### src/rtl/stream_bcast_pkg.sv
// Shared constants for the stream broadcaster: default widths and the beat counter width.
// Optional per-channel beat counters are enabled with STREAM_BCAST_STATS_EN.
package stream_bcast_pkg;

  localparam int DATA_W_DEF = 32;
  localparam int NUM_IN_DEF = 2;
  localparam int FANOUT_DEF = 2;
  localparam int CNT_W      = 32;

  // Low bit of lane idx in a vector packed as equal-width lanes of width w.
  function automatic int lane_lo(input int idx, input int w);
    return idx * w;
  endfunction

endpackage

### src/rtl/stream_bcast_chan.sv
// One input channel: a one-beat buffer whose data is offered to FANOUT outputs,
// each retiring independently. STREAM_BCAST_STATS_EN adds an accepted-beat counter.
module stream_bcast_chan
  import stream_bcast_pkg::*;
#(
  parameter int DATA_W = DATA_W_DEF,
  parameter int FANOUT = FANOUT_DEF
) (
  input  logic              ap_clk,
  input  logic              ap_rst,
  input  logic              ap_start,
  input  logic [FANOUT-1:0] mask,
  input  logic [DATA_W-1:0] in_data,
  input  logic              in_valid,
  output logic              in_ready,
  output logic [DATA_W-1:0] out_data,
  output logic [FANOUT-1:0] out_valid,
  input  logic [FANOUT-1:0] out_ready,
  output logic              buf_valid
`ifdef STREAM_BCAST_STATS_EN
  ,
  output logic [CNT_W-1:0]  beat_cnt
`endif
);

  logic [DATA_W-1:0] data_q, data_d;
  logic [FANOUT-1:0] pend_q, pend_d;
  logic              valid_q, valid_d;
  logic [FANOUT-1:0] pend_left;
  logic              draining;
  logic              accept;

  always_comb begin
    out_valid = pend_q & {FANOUT{valid_q}};
    pend_left = pend_q & ~(out_valid & out_ready);
    draining  = (pend_left == '0);
    in_ready  = ap_start & (~valid_q | draining);
    accept    = in_valid & in_ready;

    data_d  = data_q;
    pend_d  = pend_left;
    valid_d = valid_q & ~draining;
    // A load in the drain cycle replaces the old beat; a zero mask drops it.
    if (accept) begin
      data_d  = in_data;
      pend_d  = mask;
      valid_d = |mask;
    end
  end

  always_ff @(posedge ap_clk) begin
    if (ap_rst) begin
      valid_q <= 1'b0;
      pend_q  <= '0;
    end else begin
      valid_q <= valid_d;
      pend_q  <= pend_d;
    end
    data_q <= data_d;
  end

  assign out_data  = data_q;
  assign buf_valid = valid_q;

`ifdef STREAM_BCAST_STATS_EN
  logic [CNT_W-1:0] cnt_q, cnt_d;

  always_comb begin
    cnt_d = cnt_q;
    if (accept) cnt_d = cnt_q + 1'b1;
  end

  always_ff @(posedge ap_clk) begin
    if (ap_rst) cnt_q <= '0;
    else        cnt_q <= cnt_d;
  end

  assign beat_cnt = cnt_q;
`endif

endmodule

### src/rtl/stream_bcast.sv
// AXI-stream broadcaster: each of NUM_IN inputs is copied to FANOUT outputs (k = i*FANOUT + j).
// Defining STREAM_BCAST_STATS_EN adds beat_cnt, one 32-bit accepted-beat counter per input.
module stream_bcast
  import stream_bcast_pkg::*;
#(
  parameter int DATA_W = DATA_W_DEF,
  parameter int NUM_IN = NUM_IN_DEF,
  parameter int FANOUT = FANOUT_DEF
) (
  input  logic                              ap_clk,
  input  logic                              ap_rst,
  input  logic                              ap_start,
  output logic                              ap_idle,
  output logic                              ap_done,
  output logic                              ap_ready,
  input  logic [NUM_IN*FANOUT-1:0]          fanout_mask,
  input  logic [NUM_IN*DATA_W-1:0]          Input_V_TDATA,
  input  logic [NUM_IN-1:0]                 Input_V_TVALID,
  output logic [NUM_IN-1:0]                 Input_V_TREADY,
  output logic [NUM_IN*FANOUT*DATA_W-1:0]   Output_V_TDATA,
  output logic [NUM_IN*FANOUT-1:0]          Output_V_TVALID,
  input  logic [NUM_IN*FANOUT-1:0]          Output_V_TREADY
`ifdef STREAM_BCAST_STATS_EN
  ,
  output logic [NUM_IN*CNT_W-1:0]           beat_cnt
`endif
);

  logic [NUM_IN-1:0] buf_valid;

  for (genvar i = 0; i < NUM_IN; i++) begin : g_chan
    logic [DATA_W-1:0] ch_data;

    stream_bcast_chan #(
      .DATA_W (DATA_W),
      .FANOUT (FANOUT)
    ) u_chan (
      .ap_clk    (ap_clk),
      .ap_rst    (ap_rst),
      .ap_start  (ap_start),
      .mask      (fanout_mask[lane_lo(i, FANOUT) +: FANOUT]),
      .in_data   (Input_V_TDATA[lane_lo(i, DATA_W) +: DATA_W]),
      .in_valid  (Input_V_TVALID[i]),
      .in_ready  (Input_V_TREADY[i]),
      .out_data  (ch_data),
      .out_valid (Output_V_TVALID[lane_lo(i, FANOUT) +: FANOUT]),
      .out_ready (Output_V_TREADY[lane_lo(i, FANOUT) +: FANOUT]),
      .buf_valid (buf_valid[i])
`ifdef STREAM_BCAST_STATS_EN
      ,
      .beat_cnt  (beat_cnt[lane_lo(i, CNT_W) +: CNT_W])
`endif
    );

    for (genvar j = 0; j < FANOUT; j++) begin : g_copy
      assign Output_V_TDATA[lane_lo(i * FANOUT + j, DATA_W) +: DATA_W] = ch_data;
    end
  end

  assign ap_idle  = ~|buf_valid;
  assign ap_done  = 1'b0;
  assign ap_ready = 1'b0;

endmodule

### config.mk
export PLATFORM = sky130hd
export DESIGN_NAME = stream_bcast
export DESIGN_NICKNAME = d
export VERILOG_FILES = /design/src/rtl/stream_bcast_pkg.sv /design/src/rtl/stream_bcast_chan.sv /design/src/rtl/stream_bcast.sv
export SDC_FILE = /design/constraint.sdc
export NUM_CORES = 1
export LEC_CHECK = 0
export BUFFER_PORTS_ARGS = -buffer_cell sky130_fd_sc_hd__buf_2
export CORE_ASPECT_RATIO = 1.75
export CORE_MARGIN = 2
export CORE_UTILIZATION = 36
export CTS_CLUSTER_DIAMETER = 30
export DETAILED_ROUTE_END_ITERATION = 10
export PLACE_DENSITY = 0.76
export SYNTH_ARGS = -nofsm -noshare
export SYNTH_HDL_FRONTEND = slang
export SYNTH_SLANG_ARGS = --single-unit
### constraint.sdc
create_clock -name ap_clk -period 2.3 [get_ports ap_clk]
set_input_delay 0.46 -clock ap_clk [delete_from_list [all_inputs] [get_ports ap_clk]]
set_output_delay 0.46 -clock ap_clk [all_outputs]
set_load 0.02 [all_outputs]
==> results.json, run 1 <==
{
  "nNetsFinal": 413,
  "drtAntennaViolNets": 0,
  "cts_tree": "built",
  "grt_pass1_vias": 1760,
  "h-tree-depth": 3,
  "first_pass_iters": 5,
  "yosysSeqAreaShare": 0.721,
  "core-area_sq_mm": 0.00762,
  "tightest_slew_ps": 866,
  "path_class": "flip-flop to output pin",
  "drc_errors": 0,
  "cp.arrival_ps": 1280,
  "area_growth_pct": 32.6,
  "grt_pass1_wl_mm": 8.42,
  "vias": 1856,
  "rsz0062_at_grt": "no",
  "core.rowCount": 42,
  "maxCapViolations": 0,
  "slowest_delay_ps": 460,
  "leakage_nw": 1.72,
  "grt-ovfl-total": 0,
  "min_period_ps": 1740,
  "start_kind": "flip-flop",
  "syn_area_sq_mm": 0.00283,
  "max_slew_margin": 0.421,
  "syn_avg_cell_area_sq_um": 15.7,
  "clock_skew_ps": 4.52,
  "setup_violations": 0,
  "total_power_mw": 2.96,
  "antenna_cells": 0,
  "drive_above_1_share": 0.676,
  "clkTransAtPathRegs_ps": 50,
  "die_h_um": 121,
  "critPathTopFamily": "flip-flops",
  "cts_buffer_depth": 2,
  "cp_cell_sequence": "a21boi_4 -> nor2b_1 -> buf_2",
  "ys_types": 15,
  "slew_viol_final": 0,
  "crit_path_top_delay_cell": "dfxtp_1",
  "hold_viol": 0,
  "fillerInstances": 671,
  "powerDensity_mw_per_mm2": 790,
  "ys_seq_elements": 70,
  "cts_resized": 0,
  "hold_buffers": 0,
  "viasPerCell": 4.35,
  "peakVddDrop_mv": 0.380,
  "drtIter0Drc": 83,
  "fin_tns_setup_ps": 0,
  "dpl.hpwl_mm": 4.80,
  "cts.sinks": 70,
  "fmax_ghz": 0.573,
  "critPathCaptureType": "output pin",
  "ys_warn_count": 0,
  "crit_buf_inv": 1,
  "place_ws_ps": 424,
  "syn-instance-count": 180,
  "portBuffers": 211,
  "start_util": 0.371,
  "clk-insertion-delay-late_ps": 320,
  "antenna_found_initial": 0,
  "status": "complete, no violations",
  "path_max_fanout": 7,
  "worstHoldPathType": "input pin to flip-flop",
  "gp_congestion": 0.735,
  "top_level_ports": 214,
  "die_area_sq_mm": 0.00861,
  "cp.required_ps": 1840,
  "track_usage": 0.133,
  "wire_per_inst_um": 14.0,
  "r2r_slack_ps": 680,
  "ctsRootBufferMaster": "clkbuf_16",
  "die_w_um": 71.0,
  "final_common_cell": "buf_2",
  "min_period_over_period": 0.758,
  "drt_wl_total_mm": 5.99,
  "cts_buffers": 9,
  "cts_setup_buffers": 0,
  "grt_max_degree": 33,
  "fin_ws_ps": 556,
  "layout_common_cells": "211 x buf_2, 64 x edfxtp_1, 10 x nand2_1"
}
[logic make-up (layout without fill, tap and decap cells)]
| group | count (synthesis) | count (layout) | share of synthesized area |
|---|---|---|---|
| buffers and inverters | 68 | 226 | 0.180 |
| DFF | 70 | 70 | 0.721 |
| other | 1 | 2 | 0.00132 |
| and+or+nand+nor | 31 | 31 | 0.0623 |
| AOI/OAI and AO/OA | 10 | 10 | 0.0345 |
[layout make-up]
class	instances	area, sq um	area share
Clock inverter	3	13.8	0.00367
Sequential cell	70	2040	0.544
Clock buffer	11	233	0.0620
Tap cell	88	110	0.0293
Timing Repair Buffer	212	1060	0.283
Multi-Input combinational cell	43	292	0.0777
[Yosys cell counts]
| master | number | area [sq um] |
|---|---|---|
| o21ba_1 | 2 | 20.0 |
| nand4b_1 | 4 | 35.0 |
| nor2_1 | 7 | 26.3 |
| nand2b_4 | 2 | 27.5 |
| conb_1 | 1 | 3.75 |
| edfxtp_1 | 64 | 1920 |
| dfxtp_1 | 6 | 120 |
| nor2b_1 | 2 | 12.5 |
| nand2b_1 | 2 | 12.5 |
| buf_4 | 68 | 510 |
| o22ai_1 | 4 | 25.0 |
| and2_1 | 4 | 25.0 |
| o21bai_1 | 2 | 15.0 |
| a21boi_4 | 2 | 37.5 |
| nand2_1 | 10 | 37.5 |
[flip-flops by register name, summed over array words and instances (netlist names)]
register                 count
g_chan.u_chan.buf_valid      2
g_chan.u_chan.out_data      64
g_chan.u_chan.pend_q         4
[metal layers]
layer  vias up  global-route usage  share of wire
met1       854               0.133           0.34
li1        872                   -              -
met3        14              0.0606          0.095
met2       116               0.228           0.54
met4         0              0.0684          0.027
met5         -                   0              0
[power by group]
part	switching, mW	internal [mW]
Sequential	0.0262	1.46
Combinational	0.210	0.121
Clock	0.443	0.708
Total	0.679	2.29
[through the flow]
step | utilization | std cells | hold WS (ps) | instance area [sq um]
floorplan | - | 181 | 455 | 2840
global placement | 0.460 | 413 | 473 | 3510
detailed placement | 0.460 | 413 | 486 | 3510
CTS | 0.493 | 427 | 296 | 3750
global route | 0.493 | 427 | 292 | 3750
finish | 0.493 | 427 | 311 | 3750
[worst register-to-register path, stage by stage (launching register included)]
cell,delay [ps]
dfxtp_1,360
a21boi_4,180
nor2_4,690
[final timing paths]
check                        startpoint                            end  cells after the start
max          g_chan[1].u_chan.buf_valid              Input_V_TREADY[1]                      3
min                   Input_V_TDATA[30]  g_chan[0].u_chan.out_data[30]                      1
max reg2reg  g_chan[0].u_chan.buf_valid  g_chan[0].u_chan.out_data[10]                      2
min reg2reg  g_chan[0].u_chan.pend_q[1]     g_chan[0].u_chan.pend_q[1]                      2
Note: power is estimated with default switching activity, not from simulation.
==> run 2, diff against run 1 <==
--- a/config.mk
+++ b/config.mk
@@ -8,10 +8,10 @@
 export BUFFER_PORTS_ARGS = -buffer_cell sky130_fd_sc_hd__buf_2
 export CORE_ASPECT_RATIO = 1.75
 export CORE_MARGIN = 2
-export CORE_UTILIZATION = 36
+export CORE_UTILIZATION = 40
 export CTS_CLUSTER_DIAMETER = 30
 export DETAILED_ROUTE_END_ITERATION = 10
-export PLACE_DENSITY = 0.76
+export PLACE_DENSITY = 0.8
 export SYNTH_ARGS = -nofsm -noshare
 export SYNTH_HDL_FRONTEND = slang
 export SYNTH_SLANG_ARGS = --single-unit
==> constraint.sdc (replaced) <==
create_clock -name ap_clk -period 1.77 [get_ports ap_clk]
set_input_delay 0.354 -clock ap_clk [delete_from_list [all_inputs] [get_ports ap_clk]]
set_output_delay 0.354 -clock ap_clk [all_outputs]
set_load 0.02 [all_outputs]
==> results.json, run 2 (synthesized netlist as in run 1, its figures left out) <==
{
  "status": "complete, no violations",
  "worstHoldPathType": "input pin to flip-flop",
  "crit_buf_inv": 1,
  "grt.met3_usage": 0.0460,
  "clkTransAtPathRegs_ps": 50,
  "crit_path_top_delay_cell": "dfxtp_1",
  "cts_buffers": 9,
  "p_seq_frac": 0.428,
  "met2_usage": 0.243,
  "clock_skew_ps": 4.97,
  "grt.busiest_layer": "met2",
  "gp_congestion": 0.741,
  "leakage_nw": 1.77,
  "track_usage": 0.145,
  "grt_pass1_vias": 1652,
  "final_common_cell": "buf_2",
  "use_met1": 0.155,
  "total_power_mw": 4.49,
  "h-tree-depth": 3,
  "cts_tree": "built",
  "fillerInstances": 599,
  "switchingPower_uw": 936,
  "drc_errors": 0,
  "first_pass_iters": 4,
  "cp.required_ps": 1420,
  "cp.arrival_ps": 1280,
  "cts_buffer_depth": 2,
  "die_w_um": 67.6,
  "wire_per_inst_um": 14.1,
  "cts_setup_buffers": 0,
  "antenna_found_initial": 0,
  "grt_pass1_wl_mm": 7.91,
  "nNetsFinal": 412,
  "core.rowCount": 40,
  "rsz0062_at_grt": "no",
  "p_sw_frac": 0.208,
  "critPathTopFamily": "flip-flops",
  "drtAntennaViolNets": 0,
  "p_int_mw": 3.56,
  "maxCapViolations": 0,
  "largest_reg_flops": 64,
  "powerDensity_mw_per_mm2": 1160,
  "stdcell_area_sq_mm": 0.00386,
  "min_period_ps": 1630,
  "antenna_cells": 0,
  "peakVddDrop_mv": 0.649,
  "path_max_fanout": 7,
  "slowest_delay_ps": 420,
  "drive_above_1_share": 0.682,
  "setup_violations": 0,
  "vias": 1812,
  "clkPwrFrac": 0.476,
  "seq_area_sq_mm": 0.00204,
  "die_area_sq_mm": 0.00779,
  "cts_resized": 0,
  "slew_viol_final": 0,
  "fmax_ghz": 0.612,
  "multi_input_area_sq_um": 297,
  "core-area_sq_mm": 0.00686,
  "hold_viol": 0,
  "place_area_sq_mm": 0.00350,
  "tightest_slew_ps": 889,
  "die_h_um": 115,
  "grt_max_degree": 33,
  "portBuffers": 211,
  "cts.sinks": 70,
  "combPwrFrac": 0.096,
  "ctsRootBufferMaster": "clkbuf_16",
  "start_util": 0.413,
  "hold_buffers": 0,
  "drt_wl_total_mm": 5.96,
  "area_growth_pct": 36.4,
  "grt-ovfl-total": 0,
  "path_class": "flip-flop to output pin",
  "cp_cell_sequence": "a21boi_4 -> nor2b_1 -> buf_2",
  "min_period_over_period": 0.923,
  "start_kind": "flip-flop",
  "clk-insertion-delay-late_ps": 320,
  "layout_common_cells": "211 x buf_2, 64 x edfxtp_1, 10 x nand2_1",
  "hold_ws_ps": 203,
  "dpl.hpwl_mm": 4.78,
  "viasPerCell": 4.27,
  "top_level_ports": 214,
  "drtIter0Drc": 113,
  "max_slew_margin": 0.406,
  "critPathCaptureType": "output pin"
}
[run 2: per-layer routing]
layer / vias up / part of all wire
li1: 872 / -
met1: 836 / 0.35
met2: 95 / 0.56
met3: 9 / 0.075
met4: 0 / 0.022
met5: - / 0
[run 2: worst paths after layout]
check / startpoint / endpoint / cells past startpoint / slack, ps
min: Input_V_TDATA[9] / g_chan[0].u_chan.out_data[9] / 1 / 200
min reg2reg: g_chan[1].u_chan.pend_q[0] / g_chan[1].u_chan.pend_q[0] / 2 / 500
max: g_chan[1].u_chan.buf_valid / Input_V_TREADY[1] / 3 / 140
max reg2reg: g_chan[0].u_chan.buf_valid / g_chan[0].u_chan.out_data[22] / 2 / 140
[run 2: power by group through the flow]
stage	clock, mW	sequential [mW]	combinational, mW
4_1_cts	2.18	1.92	0.434
6_report	2.14	1.92	0.429
5_1_grt	2.24	1.93	0.458
3_5_place_dp	0	1.96	0.434
2_1_floorplan	0	2.03	0.225
3_3_place_gp	0	1.95	0.425
[run 2: cell type report]
| cell class | instances | share of cell area |
|---|---|---|
| Tap cell | 84 | 0.0272 |
| Clock inverter | 7 | 0.0353 |
| Clock buffer | 9 | 0.0583 |
| Sequential cell | 70 | 0.529 |
| Timing Repair Buffer | 211 | 0.273 |
| Multi-Input combinational cell | 43 | 0.0768 |
[run 2: metrics by stage]
step | instances | TNS, ps | worst slack [ps] | util
floorplan | 181 | 0 | 297 | -
global placement | 408 | 0 | 36.2 | 0.510
detailed placement | 408 | -2110 | -37.4 | 0.510
CTS | 424 | 0 | 116 | 0.563
global route | 424 | 0 | 20.9 | 0.563
finish | 424 | 0 | 136 | 0.563
